$ cat src/rtl/result_byte_streamer.sv
// result_byte_streamer: buffers result words in a small FIFO and streams each
// word MSB-first as W_DATA-wide bytes to a UART transmitter, one strobe per
// byte with a done handshake. Every FRAME_WORDS words a frame-done pulse is
// issued.
// Optional build macro STREAMER_CHECKSUM_EN: appends one XOR checksum byte,
// covering every data byte of the frame, before the frame-done pulse.
//
// state | meaning
// ------+--------------------------------------------------------------
// IDLE  | nothing to send; wait for the FIFO to hold a word
// LOAD  | pop one word into the shift register, restart the byte index
// SEND  | wait for the transmitter to be free, then strobe one byte
// WAIT  | wait for the transmitter's byte-complete pulse
// CSUM  | strobe the frame checksum byte (checksum build only)
// DONE  | pulse frame done, clear the per-frame counters
module result_byte_streamer #(
    parameter int W_WORD      = 32,
    parameter int W_DATA      = 8,
    parameter int W_ADDR      = 4,
    parameter int FRAME_WORDS = 16
) (
    input  logic              i_clk,
    input  logic              i_Rst_L,
    input  logic              i_word_dv,
    input  logic [W_WORD-1:0] i_word,
    output logic              o_word_ready,
    output logic              o_tx_dv,
    output logic [W_DATA-1:0] o_tx_byte,
    input  logic              i_tx_active,
    input  logic              i_tx_done,
    output logic              o_frame_done,
    output logic              o_busy,
    output logic              o_overflow
);

    localparam int BYTES  = W_WORD / W_DATA;
    localparam int W_BIDX = (BYTES > 1) ? $clog2(BYTES) : 1;
    localparam int W_WCNT = $clog2(FRAME_WORDS + 1);
    localparam int DEPTH  = 1 << W_ADDR;

    localparam logic [W_BIDX-1:0] LAST_BYTE = W_BIDX'(BYTES - 1);
    localparam logic [W_WCNT-1:0] LAST_WORD = W_WCNT'(FRAME_WORDS - 1);
    localparam logic [W_ADDR:0]   FULL_CNT  = (W_ADDR + 1)'(DEPTH);

    typedef enum logic [2:0] {
        S_IDLE,
        S_LOAD,
        S_SEND,
        S_WAIT,
`ifdef STREAMER_CHECKSUM_EN
        S_CSUM,
`endif
        S_DONE
    } state_t;

    // ---------------------------------------------------------------- FIFO
    logic [W_WORD-1:0] mem [DEPTH];
    logic [W_ADDR-1:0] wr_ptr;
    logic [W_ADDR-1:0] rd_ptr;
    logic [W_ADDR:0]   count;
    logic              ready_en;
    logic              full;
    logic              empty;
    logic              push;
    logic              pop;

    assign full         = (count == FULL_CNT);
    assign empty        = (count == '0);
    // Ready depends only on occupancy, so a same-cycle pop never opens a full FIFO.
    assign o_word_ready = ready_en & ~full;
    assign push         = i_word_dv & o_word_ready;

    // Word storage; contents need no reset because the pointers define validity.
    always_ff @(posedge i_clk) begin
        if (push) begin
            mem[wr_ptr] <= i_word;
        end
    end

    // FIFO pointers, occupancy, post-reset ready enable and sticky overflow flag.
    always_ff @(posedge i_clk or negedge i_Rst_L) begin
        if (!i_Rst_L) begin
            wr_ptr     <= '0;
            rd_ptr     <= '0;
            count      <= '0;
            ready_en   <= 1'b0;
            o_overflow <= 1'b0;
        end else begin
            ready_en <= 1'b1;
            if (push) begin
                wr_ptr <= wr_ptr + W_ADDR'(1);
            end
            if (pop) begin
                rd_ptr <= rd_ptr + W_ADDR'(1);
            end
            case ({push, pop})
                2'b10:   count <= count + (W_ADDR + 1)'(1);
                2'b01:   count <= count - (W_ADDR + 1)'(1);
                default: count <= count;
            endcase
            if (i_word_dv && full) begin
                o_overflow <= 1'b1;
            end
        end
    end

    // ----------------------------------------------------------------- FSM
    state_t            state;
    state_t            state_nxt;
    logic [W_WORD-1:0] shreg;
    logic [W_WORD-1:0] shreg_nxt;
    logic [W_BIDX-1:0] byte_idx;
    logic [W_BIDX-1:0] byte_idx_nxt;
    logic [W_WCNT-1:0] word_cnt;
    logic [W_WCNT-1:0] word_cnt_nxt;
    logic              tx_dv_nxt;
    logic [W_DATA-1:0] tx_byte_nxt;
    logic              frame_done_nxt;
    logic              csum_in_flight;

`ifdef STREAMER_CHECKSUM_EN
    logic [W_DATA-1:0] checksum;
    logic [W_DATA-1:0] checksum_nxt;
    logic              csum_sent;
    logic              csum_sent_nxt;

    assign csum_in_flight = csum_sent;
`else
    assign csum_in_flight = 1'b0;
`endif

    assign o_busy = (state != S_IDLE) | ~empty;

    // Next-state, datapath and registered-output decode.
    always_comb begin
        state_nxt      = state;
        shreg_nxt      = shreg;
        byte_idx_nxt   = byte_idx;
        word_cnt_nxt   = word_cnt;
        tx_dv_nxt      = 1'b0;
        tx_byte_nxt    = o_tx_byte;
        frame_done_nxt = 1'b0;
        pop            = 1'b0;
`ifdef STREAMER_CHECKSUM_EN
        checksum_nxt   = checksum;
        csum_sent_nxt  = csum_sent;
`endif
        case (state)
            S_IDLE: begin
                if (!empty) begin
                    state_nxt = S_LOAD;
                end
            end
            S_LOAD: begin
                pop          = 1'b1;
                shreg_nxt    = mem[rd_ptr];
                byte_idx_nxt = '0;
                state_nxt    = S_SEND;
            end
            S_SEND: begin
                if (!i_tx_active) begin
                    tx_dv_nxt    = 1'b1;
                    tx_byte_nxt  = shreg[W_WORD-1 -: W_DATA];
`ifdef STREAMER_CHECKSUM_EN
                    checksum_nxt = checksum ^ shreg[W_WORD-1 -: W_DATA];
`endif
                    state_nxt    = S_WAIT;
                end
            end
            S_WAIT: begin
                if (i_tx_done) begin
                    if (csum_in_flight) begin
`ifdef STREAMER_CHECKSUM_EN
                        csum_sent_nxt = 1'b0;
`endif
                        state_nxt = S_DONE;
                    end else if (byte_idx != LAST_BYTE) begin
                        byte_idx_nxt = byte_idx + W_BIDX'(1);
                        shreg_nxt    = shreg << W_DATA;
                        state_nxt    = S_SEND;
                    end else begin
                        word_cnt_nxt = word_cnt + W_WCNT'(1);
                        if (word_cnt == LAST_WORD) begin
`ifdef STREAMER_CHECKSUM_EN
                            state_nxt = S_CSUM;
`else
                            state_nxt = S_DONE;
`endif
                        end else if (!empty) begin
                            state_nxt = S_LOAD;
                        end else begin
                            state_nxt = S_IDLE;
                        end
                    end
                end
            end
`ifdef STREAMER_CHECKSUM_EN
            S_CSUM: begin
                if (!i_tx_active) begin
                    tx_dv_nxt     = 1'b1;
                    tx_byte_nxt   = checksum;
                    csum_sent_nxt = 1'b1;
                    state_nxt     = S_WAIT;
                end
            end
`endif
            S_DONE: begin
                frame_done_nxt = 1'b1;
                word_cnt_nxt   = '0;
`ifdef STREAMER_CHECKSUM_EN
                checksum_nxt   = '0;
`endif
                state_nxt      = S_IDLE;
            end
            default: begin
                state_nxt = S_IDLE;
            end
        endcase
    end

    // State, datapath and registered outputs.
    always_ff @(posedge i_clk or negedge i_Rst_L) begin
        if (!i_Rst_L) begin
            state        <= S_IDLE;
            shreg        <= '0;
            byte_idx     <= '0;
            word_cnt     <= '0;
            o_tx_dv      <= 1'b0;
            o_tx_byte    <= '0;
            o_frame_done <= 1'b0;
`ifdef STREAMER_CHECKSUM_EN
            checksum     <= '0;
            csum_sent    <= 1'b0;
`endif
        end else begin
            state        <= state_nxt;
            shreg        <= shreg_nxt;
            byte_idx     <= byte_idx_nxt;
            word_cnt     <= word_cnt_nxt;
            o_tx_dv      <= tx_dv_nxt;
            o_tx_byte    <= tx_byte_nxt;
            o_frame_done <= frame_done_nxt;
`ifdef STREAMER_CHECKSUM_EN
            checksum     <= checksum_nxt;
            csum_sent    <= csum_sent_nxt;
`endif
        end
    end

endmodule

$ cat config.mk
export PLATFORM = sky130hd
export DESIGN_NAME = result_byte_streamer
export DESIGN_NICKNAME = d
export VERILOG_FILES = /design/src/rtl/result_byte_streamer.sv
export SDC_FILE = /design/constraint.sdc
export NUM_CORES = 1
export LEC_CHECK = 0
export CAP_MARGIN = 20
export CORE_MARGIN = 10
export CORE_UTILIZATION = 40
export CTS_CLUSTER_DIAMETER = 120
export DETAILED_ROUTE_END_ITERATION = 10
export MAX_ROUTING_LAYER = met4
export PLACE_DENSITY = 0.54
export SLEW_MARGIN = 20
export SYNTH_ARGS = -nofsm -noshare
export SYNTH_HDL_FRONTEND = slang
export SYNTH_SLANG_ARGS = --single-unit
$ cat constraint.sdc
create_clock -name i_clk -period 12.2 [get_ports i_clk]
set_input_delay 2.44 -clock i_clk [delete_from_list [all_inputs] [get_ports i_clk]]
set_output_delay 2.44 -clock i_clk [all_outputs]
set_load 0.03 [all_outputs]
### Word level (Yosys, flattened, before mapping)

Memory sizes are Yosys's and may differ from the RTL's.
Index checks and enable logic that the tools add are counted.

* bits in registers: 67
* bits in writable memories: 512
* word-level logic and storage cells: 73
* memories: 1

* add/sub/neg operators: 6
* equal/unequal tests: 14
* multiplexer cells: 23
* bitwise gates (word level): 6
* reduce and logical (&&, ||, !) cells: 11

Memories
* mem: depth 16, bits a word 32, read ports 1, clocked after Yosys merged registers in 0, wr ports 1, RTL line 57 `logic [W_WORD-1:0] mem [DEPTH];`

Operators with widths (number)
* 2-to-1 mux 32 bit: 2
* one-hot mux 32 bit (2 select lines): 1
* one-hot mux 5 bit (2 select lines): 2
* 2-to-1 mux 3 bit: 5
* inequality test 2 bit (second input constant): 6
* one-hot mux 3 bit (4 select lines): 1
* adder 5 x 1 -> 5 bit (second input constant): 2
* 2-to-1 mux 5 bit: 2
* AND reduction 3 bit: 3
* adder 4 x 1 -> 4 bit (second input constant): 2
* 2-to-1 mux 1 bit: 7
* equality test 3 x 2 -> 1 bit (second input constant): 2
* nonzero test 2 bit: 3
* equality test 5 x 4 -> 1 bit (second input constant): 1
* equality test 5 bit (second input constant): 1
* logical NOT 5 bit: 1
* subtractor 5 x 1 -> 5 bit (second input constant): 1
* 2-to-1 mux 2 bit: 2
* one-hot mux 2 bit (2 select lines): 1
* equality test 3 x 1 -> 1 bit (second input constant): 1
* equality test 3 bit (second input constant): 1
* logical NOT 3 bit: 1
* NOT 1 bit: 3
* nonzero test 3 bit: 1
* 7 further kinds: 8

### Logic depth before layout (Yosys ltp)

* word-level depth: 6
* gate-level depth with buffers: 12
* gate-level depth less buffers: 10

### Worst setup path before layout

No wires, ideal clock.

* path kind: in2reg
* start: in i_word_dv
* end: mem mem[3][0], enable pin
* arrival time: 5.241 ns
* slack: 6.498 ns
* cell stages on the path: 4
* buffers on the path: 0
* cell sequence: inv_1 > a211oi_4 > nand2_1 > nor3_1

* word-level cells in the longest chain between the ends: 3

Ends and longest elaborated chain
* start, declared: RTL line 24 `input logic i_word_dv,`
* bitwise AND 1 bit: RTL line 71 `assign push = i_word_dv & o_word_ready;`
* 2-to-1 mux 1 bit: RTL line 75 `if (push) begin`
* 2-to-1 mux 1 bit (not written as such): RTL line 76 `mem[wr_ptr] <= i_word;`
* end, declared: RTL line 57

No other way between the ends.

### Final worst setup path

* start: reg count[1]
* end: out o_busy

* word-level cells in the longest chain between the ends: 3

Ends and longest elaborated chain
* start, declared: RTL line 60 `logic [W_ADDR:0] count;`
* start signal, assigned: RTL line 97 `2'b10: count <= count + (W_ADDR + 1)'(1);`
* start signal, assigned: RTL line 98 `2'b01: count <= count - (W_ADDR + 1)'(1);`
* start signal, assigned: RTL line 99 `default: count <= count;`
* logical NOT 5 bit: RTL line 68 `assign empty = (count == '0);`
* NOT 1 bit: RTL line 132 `assign o_busy = (state != S_IDLE) | ~empty;`
* OR 1 bit: RTL line 132
* end, declared: RTL line 32 `output logic o_busy,`

No other way between the ends.

==> results.md <==
| Metric | Value |
| --- | --- |
| Overall power consumption | 5310 µW |
| Area leader, netlist | sky130_fd_sc_hd__edfxtp_1 |
| Number of flops mapped to enable cells by yosys | 512 |
| Skew-Pair Late Insertion Delay | 0.62 ns |
| Cell count after synthesis | 1,137 |
| End point of the worst hold path | byte_idx[1] |
| Mean area per synthesized cell | 19.7 µm² |
| Layout Area Growth over Synthesis | 15.1% |
| Overall die area | 0.0659 mm² |
| Placed cell count | 1,896 |
| Power per cell area | 206 mW/mm² |
| Top-area cell type share of the netlist area | 0.686 |
| CP max stage cell | sky130_fd_sc_hd__clkdlybuf4s50_1 |
| Slew at the pin closest to its max-slew limit | 1.07 ns |
| Die X-Extent | 257 µm |
| Nets@finish | 1,257 |
| Ranking of synthesized cells by instance count | 512 x sky130_fd_sc_hd__edfxtp_1, 88 x sky130_fd_sc_hd__mux4_2, 82 x sky130_fd_sc_hd__mux2i_1 |
| Period utilisation layout | 0.420 |
| Static power due to leakage | 0.00806 µW |
| Overall global routing resource usage | 0.162 |
| I/O Pins | 50 |
| Worst Skew | 0.0206 ns |
| Crit end category | output pin |
| Total overflow reported by the global router | 0 |
| Origin of the worst min-delay path | byte_idx[1] |
| Cells taking the most area after synthesis | sky130_fd_sc_hd__edfxtp_1 69%, sky130_fd_sc_hd__mux4_2 8.8%, sky130_fd_sc_hd__dfrtp_1 7.5%, sky130_fd_sc_hd__mux2i_1 3.7%, sky130_fd_sc_hd__a22oi_1 1.3% |
| Setup crit start kind | register |
| Worst EP arrival | 2.68 ns |
| Routed WL per cell | 25.9 µm |
| Vias in the first global route | 11,602 |
| Clock tree from TritonCTS | built |
| Number of iterations in the first detailed-routing pass | 5 |
| Number of warnings reported in the yosys synthesis log | 0 |
| Final number of max-transition violations | 0 |
| Clock net sink count | 579 |
| Time the worst path needs with I/O delays and setup | 5.12 ns |
| Register bit count reported by yosys | 579 |
| Highest cell delay on the worst timing path | 0.61 ns |
| Critical path startpoint | count[1] |
| Setup_tns | 0 ns |
| Post-detailed-placement half-perimeter wirelength | 29.8 mm |
| Starting utilization of the core area | 0.405 |
| DRC violations left | 0 |
| Reg-to-reg critical path endpoint | shreg[19] |
| Cells along the critical path | nor4_4 > nand2b_1 > or4_1 > clkdlybuf4s50_1 |
| Clock H-tree levels | 2 |
| Placeable core region | 0.0553 mm² |
| Routed vias/inst | 5.49 |
| Buffer type at the clock tree root | sky130_fd_sc_hd__clkbuf_16 |
| Outcome | completed |
| Largest driver fanout on the critical path | 7 |
| Reg-to-reg startpoint | rd_ptr[0] |
| Maximum number of buffers from clock root to sink | 3 |
| Cells resized by post-CTS repair | 0 |
| Fin. Hold Viols | 0 |
| Number of antenna-violating nets in the routed design | 0 |
| Most used flip-flop cell after synthesis | sky130_fd_sc_hd__edfxtp_1 |
| Syn Std Cell Area | 0.0224 mm² |
| Unique masters post-synth | 51 |
| RSZ-0062 raised after global routing | false |
| Final antenna diode count | 0 |
| Fraction of registers with async set or reset after synthesis | 0.116 |
| Synth Net Count | 1,185 |
| Headroom to the max-slew limit | 0.280 |
| Number of max-cap violations | 0 |
| # setup viols final | 0 |
| Total via count in the routed design | 11,032 |
| CTS Hold Buffers Added | 0 |
| Worst ir drop on vdd | 121 µV |
| Cell depth of the worst hold path | 2 |
| CTS Buf Count | 59 |
| Post-CTS setup buffer count | 0 |
| GP Congestion | 0.762 |
| Maximum clock frequency | 195 MHz |
| Clock slew at reported path FFs | 0.06 ns |
| Most numerous cell in the Yosys netlist | sky130_fd_sc_hd__edfxtp_1 |
| Pin count of the biggest net entering global routing | 60 |
| Number of antenna violations at the first check in global routing | 0 |
| Final routed wirelength across all metal layers | 52.0 mm |
| Worst endpoint required time | 9.76 ns |
| Chip height | 257 µm |
| Critical path class | reg2out |
| Drt first-iter violations | 914 |
| Worst reg-to-reg setup slack | 9.10 ns |
| Cell depth of the worst flop-to-flop path | 6 |
| Final standard cell count with taps included and fillers excluded | 2,008 |
| Worst slack on hold paths | 0.477 ns |
| HP Class | reg2reg |
| Count of buffers inserted at the top-level ports | 49 |
| Wire length of the first global-routing pass | 77.9 mm |
| Site Rows | 86 |
| Share of post-route cells with drive strength above 1 | 0.199 |
| Register area share after synthesis | 0.761 |
==> flip-flops by register name, indices dropped and copies added (netlist names) <==
name,count
mem,512
shreg,32
o_tx_byte,8
count,5
word_cnt,5
rd_ptr,4
wr_ptr,4
state,3
byte_idx,2
o_frame_done,1
o_overflow,1
o_tx_dv,1
ready_en,1
==> critical path, delay by kind of cell (launching register included) <==
| kind | cells | cell delay [ns] |
|---|---|---|
| flip-flops | 1 | 0.47 |
| buffers and inverters | 1 | 0.61 |
| AND/OR/NAND/NOR | 3 | 1.00 |
==> area by class of cell <==
type	count	area [µm²]
Sequential cell	579	17100
Tap cell	748	936
Inverter	9	33.8
Fill cell	4669	29500
Multi-Input combinational cell	479	5040
Clock buffer	85	1680
Timing Repair Buffer	81	728
Clock inverter	27	323
==> power by group <==
group | total (µW) | switching [µW] | internal, µW
Combinational | 946 | 529 | 417
Clock | 1830 | 734 | 1100
Sequential | 2530 | 190 | 2340
==> cells in the final DEF, fill, tap and decap left out, types with 25 or more instances in the layout <==
cell type / instances
sky130_fd_sc_hd__o22ai_1: 25
sky130_fd_sc_hd__edfxtp_1: 512
sky130_fd_sc_hd__clkdlybuf4s50_1: 48
sky130_fd_sc_hd__mux2i_1: 82
sky130_fd_sc_hd__buf_4: 33
sky130_fd_sc_hd__clkbuf_16: 60
sky130_fd_sc_hd__mux4_2: 88
sky130_fd_sc_hd__o21ai_0: 28
sky130_fd_sc_hd__a31oi_1: 25
sky130_fd_sc_hd__dfrtp_1: 64
sky130_fd_sc_hd__a22oi_1: 40
==> stage by stage <==
stage	setup slack [ns]	utilization	instance area, µm²
5_1_grt	6.98	0.467	25800
2_1_floorplan	6.50	-	22400
6_report	7.08	0.467	25800
3_3_place_gp	6.78	0.430	23800
4_1_cts	7.01	0.467	25800
3_5_place_dp	6.81	0.430	23800
==> how the worst max path moves through the flow <==
| stage | to | cells after the start | slack, ns |
|---|---|---|---|
| finish | o_busy | 4 | 7.08 |
| global route | o_busy | 4 | 6.98 |
| floorplan | mem[3][0] | 4 | 6.50 |
| CTS | o_busy | 4 | 7.01 |
| global placement | mem[0][11] | 6 | 6.78 |
| detailed placement | mem[0][11] | 6 | 6.81 |
==> metal layers <==
metal / up-vias / track usage / part of all wire
met5: - / - / 0
met4: 0 / 0.0501 / 0.023
met3: 69 / 0.0243 / 0.050
met2: 307 / 0.252 / 0.48
met1: 5837 / 0.218 / 0.45
li1: 4819 / - / -
==> cell families (layout without fill, tap and decap cells) <==
group           Yosys count  after routing  share of synthesized area
mux                     180            180                      0.130
buf+inv                  79            202                     0.0197
simple gates            105            105                     0.0257
compound gates          168            168                     0.0521
fa+ha+maj                11             11                    0.00614
flops                   579            579                      0.761
other cells               1              1                   0.000167
xor+xnor                 14             14                    0.00547
No activity file was read; power rests on OpenSTA's default activity.
==> variant (config.mk and constraints unchanged) <==
The 5 states of `state_t` get a one-hot encoding in 5 bits.
--- a/src/rtl/result_byte_streamer.sv
+++ b/src/rtl/result_byte_streamer.sv
@@ -44,7 +44,7 @@
 
-    typedef enum logic [2:0] {
-        S_IDLE,
-        S_LOAD,
-        S_SEND,
-        S_WAIT,
+    typedef enum logic [4:0] {
+        S_IDLE = 5'b00001,
+        S_LOAD = 5'b00010,
+        S_SEND = 5'b00100,
+        S_WAIT = 5'b01000,
 `ifdef STREAMER_CHECKSUM_EN
@@ -52,3 +52,3 @@
 `endif
-        S_DONE
+        S_DONE = 5'b10000
     } state_t;
Check against the original RTL: no difference found for any inputs over 10 cycles, from zero or initial values and one cycle with i_Rst_L low; not proved beyond that.
==> variant against the unedited design <==
Synthesized area grew 1.7%. Total power grew 8.0%. Sequential cell count grew 2. Routed wire length grew 0.88%. Largest cell class unchanged. Critical endpoint unchanged. Cell area grew 0.55%. Setup slack gained 0.24 ns. Global-route usage shrank 0.21 points. Critical path type unchanged. Fmax grew 5.0%.
==> variant: results (changes against the unedited design) <==
The net count reported at finish came out at 1,360 (+8.2%). The via count of the first global-routing pass is 11,900 (+2.6%). Ranked by total cell area, the synthesized netlist is headed by sky130_fd_sc_hd__edfxtp_1, sky130_fd_sc_hd__mux2i_1, sky130_fd_sc_hd__dfrtp_1, sky130_fd_sc_hd__a22oi_1, sky130_fd_sc_hd__mux4_2. The aggregate global-route resource usage came out at 0.1598 (-0.002102). The post-synthesis cell type count is 56 (+9.8%). The maximum net fanout on the critical path came out at 8 (+1).

The run finished with clean final reports. The length of routed met3 wiring is 2271 um (-12%). The highest ir drop seen on vdd is 0.1319 mV (+8.6%). The first-pass GRT wire length came out at 78,180 um (+0.32%). The relative slew slack is 0.2360 (-0.04415). The total cell area at the placement stage is 0.02401 sq mm (+0.86%). The part of the Yosys area used for sequential elements is 0.7503 (-0.01028). The worst setup skew after layout came out at 0.01944 ns (-0.001119 ns).

The share of post-route cells with drive strength above 1 is 0.1294 (-0.06979). The leakage power figure is 8.131 nW (+0.88%). The proportion of register bits with asynchronous set or reset after synthesis is 0.1188 (+0.003044). The wire length on met1 was 23,440 um (+0.56%). The power spent charging and discharging nets is 1.747 mW (+20%). The adder-cell share of the synthesized area is 0.006587 (+0.0004478). The multiplexer share of the synthesized area was 0.1274 (-0.002636).

The initial detailed-routing violation count was 1,095 (+20%). The post-detailed-routing wire length was 52,420 um (+0.88%). The endpoint identified for the worst register-to-register timing path is shreg[25]$_DFFE_PN0P_. The area of the die came to 0.06693 sq mm (+1.5%).

The area share of xor/xnor cells in the synthesized design is 0.005380 (-0.00009008). The part of the cycle the worst path needs is 0.4000 (-0.02005). The power attributed to the clock group is 1.77 mW (-3%). The post-synthesis compound-gate area fraction came to 0.06527 (+0.01314).

The number of filler instances in the final layout is 4,899 (+4.9%). Ranked by instance count, the synthesized netlist is headed by sky130_fd_sc_hd__edfxtp_1, sky130_fd_sc_hd__mux2i_1, sky130_fd_sc_hd__a22oi_1, sky130_fd_sc_hd__dfrtp_1, sky130_fd_sc_hd__buf_2. The reg-to-reg setup timing slack came out at 9.23 ns (+0.13 ns). The minimum setup slack after placement came to 7.078 ns (+0.2659 ns). The net count of the mapped netlist came out at 1,309 (+10%). The met2 wire length is 25,650 um (+3.1%).

The count of TritonRoute iterations in the first routing pass was 6 (+1). The global routing met2 resource utilization came out at 0.2593 (+0.007683). The pin count of the biggest net entering global routing is 134 (+120%).
==> variant: layout make-up <==
| cell class | count | area share |
|---|---|---|
| clock buffers | 78 | 0.06399 |
| clock inverters | 32 | 0.009403 |
| inverters | 9 | 0.001302 |
| multi-input cells | 597 | 0.2054 |
| flip-flops and latches | 581 | 0.6594 |
| well taps | 756 | 0.03646 |
| repair buffers | 63 | 0.02411 |
==> variant: worst reg2reg max path, cell delays in order, from the launching register on <==
cell and delay [ns]:
sky130_fd_sc_hd__dfrtp_2 0.34, sky130_fd_sc_hd__buf_4 0.61, sky130_fd_sc_hd__and2_2 0.55, sky130_fd_sc_hd__buf_4 0.56
sky130_fd_sc_hd__a22oi_1 0.25, sky130_fd_sc_hd__a32oi_1 0.44, sky130_fd_sc_hd__a21oi_1 0.11
==> variant: per-stage QoR <==
step	utilization	power, mW	cells	hold WS (ns)
finish	0.4601	5.730	2116	0.4771
global route	0.4601	5.983	2116	0.5076
CTS	0.4596	5.785	2115	0.4812
detailed placement	0.4258	4.015	2005	0.4678
global placement	0.4258	3.999	2005	0.4525
floorplan	-	3.542	1260	0.4414
==> variant: how the worst min path moves through the flow <==
stage                            startpoint                       to  depth (start not counted)
floorplan           byte_idx[1]$_DFFE_PN0P_  byte_idx[1]$_DFFE_PN0P_                          2
global placement     o_overflow$_DFFE_PN0P_   o_overflow$_DFFE_PN0P_                          1
detailed placement  byte_idx[1]$_DFFE_PN0P_  byte_idx[1]$_DFFE_PN0P_                          2
CTS                 byte_idx[1]$_DFFE_PN0P_  byte_idx[1]$_DFFE_PN0P_                          2
global route         o_overflow$_DFFE_PN0P_   o_overflow$_DFFE_PN0P_                          1
finish              byte_idx[1]$_DFFE_PN0P_  byte_idx[1]$_DFFE_PN0P_                          2
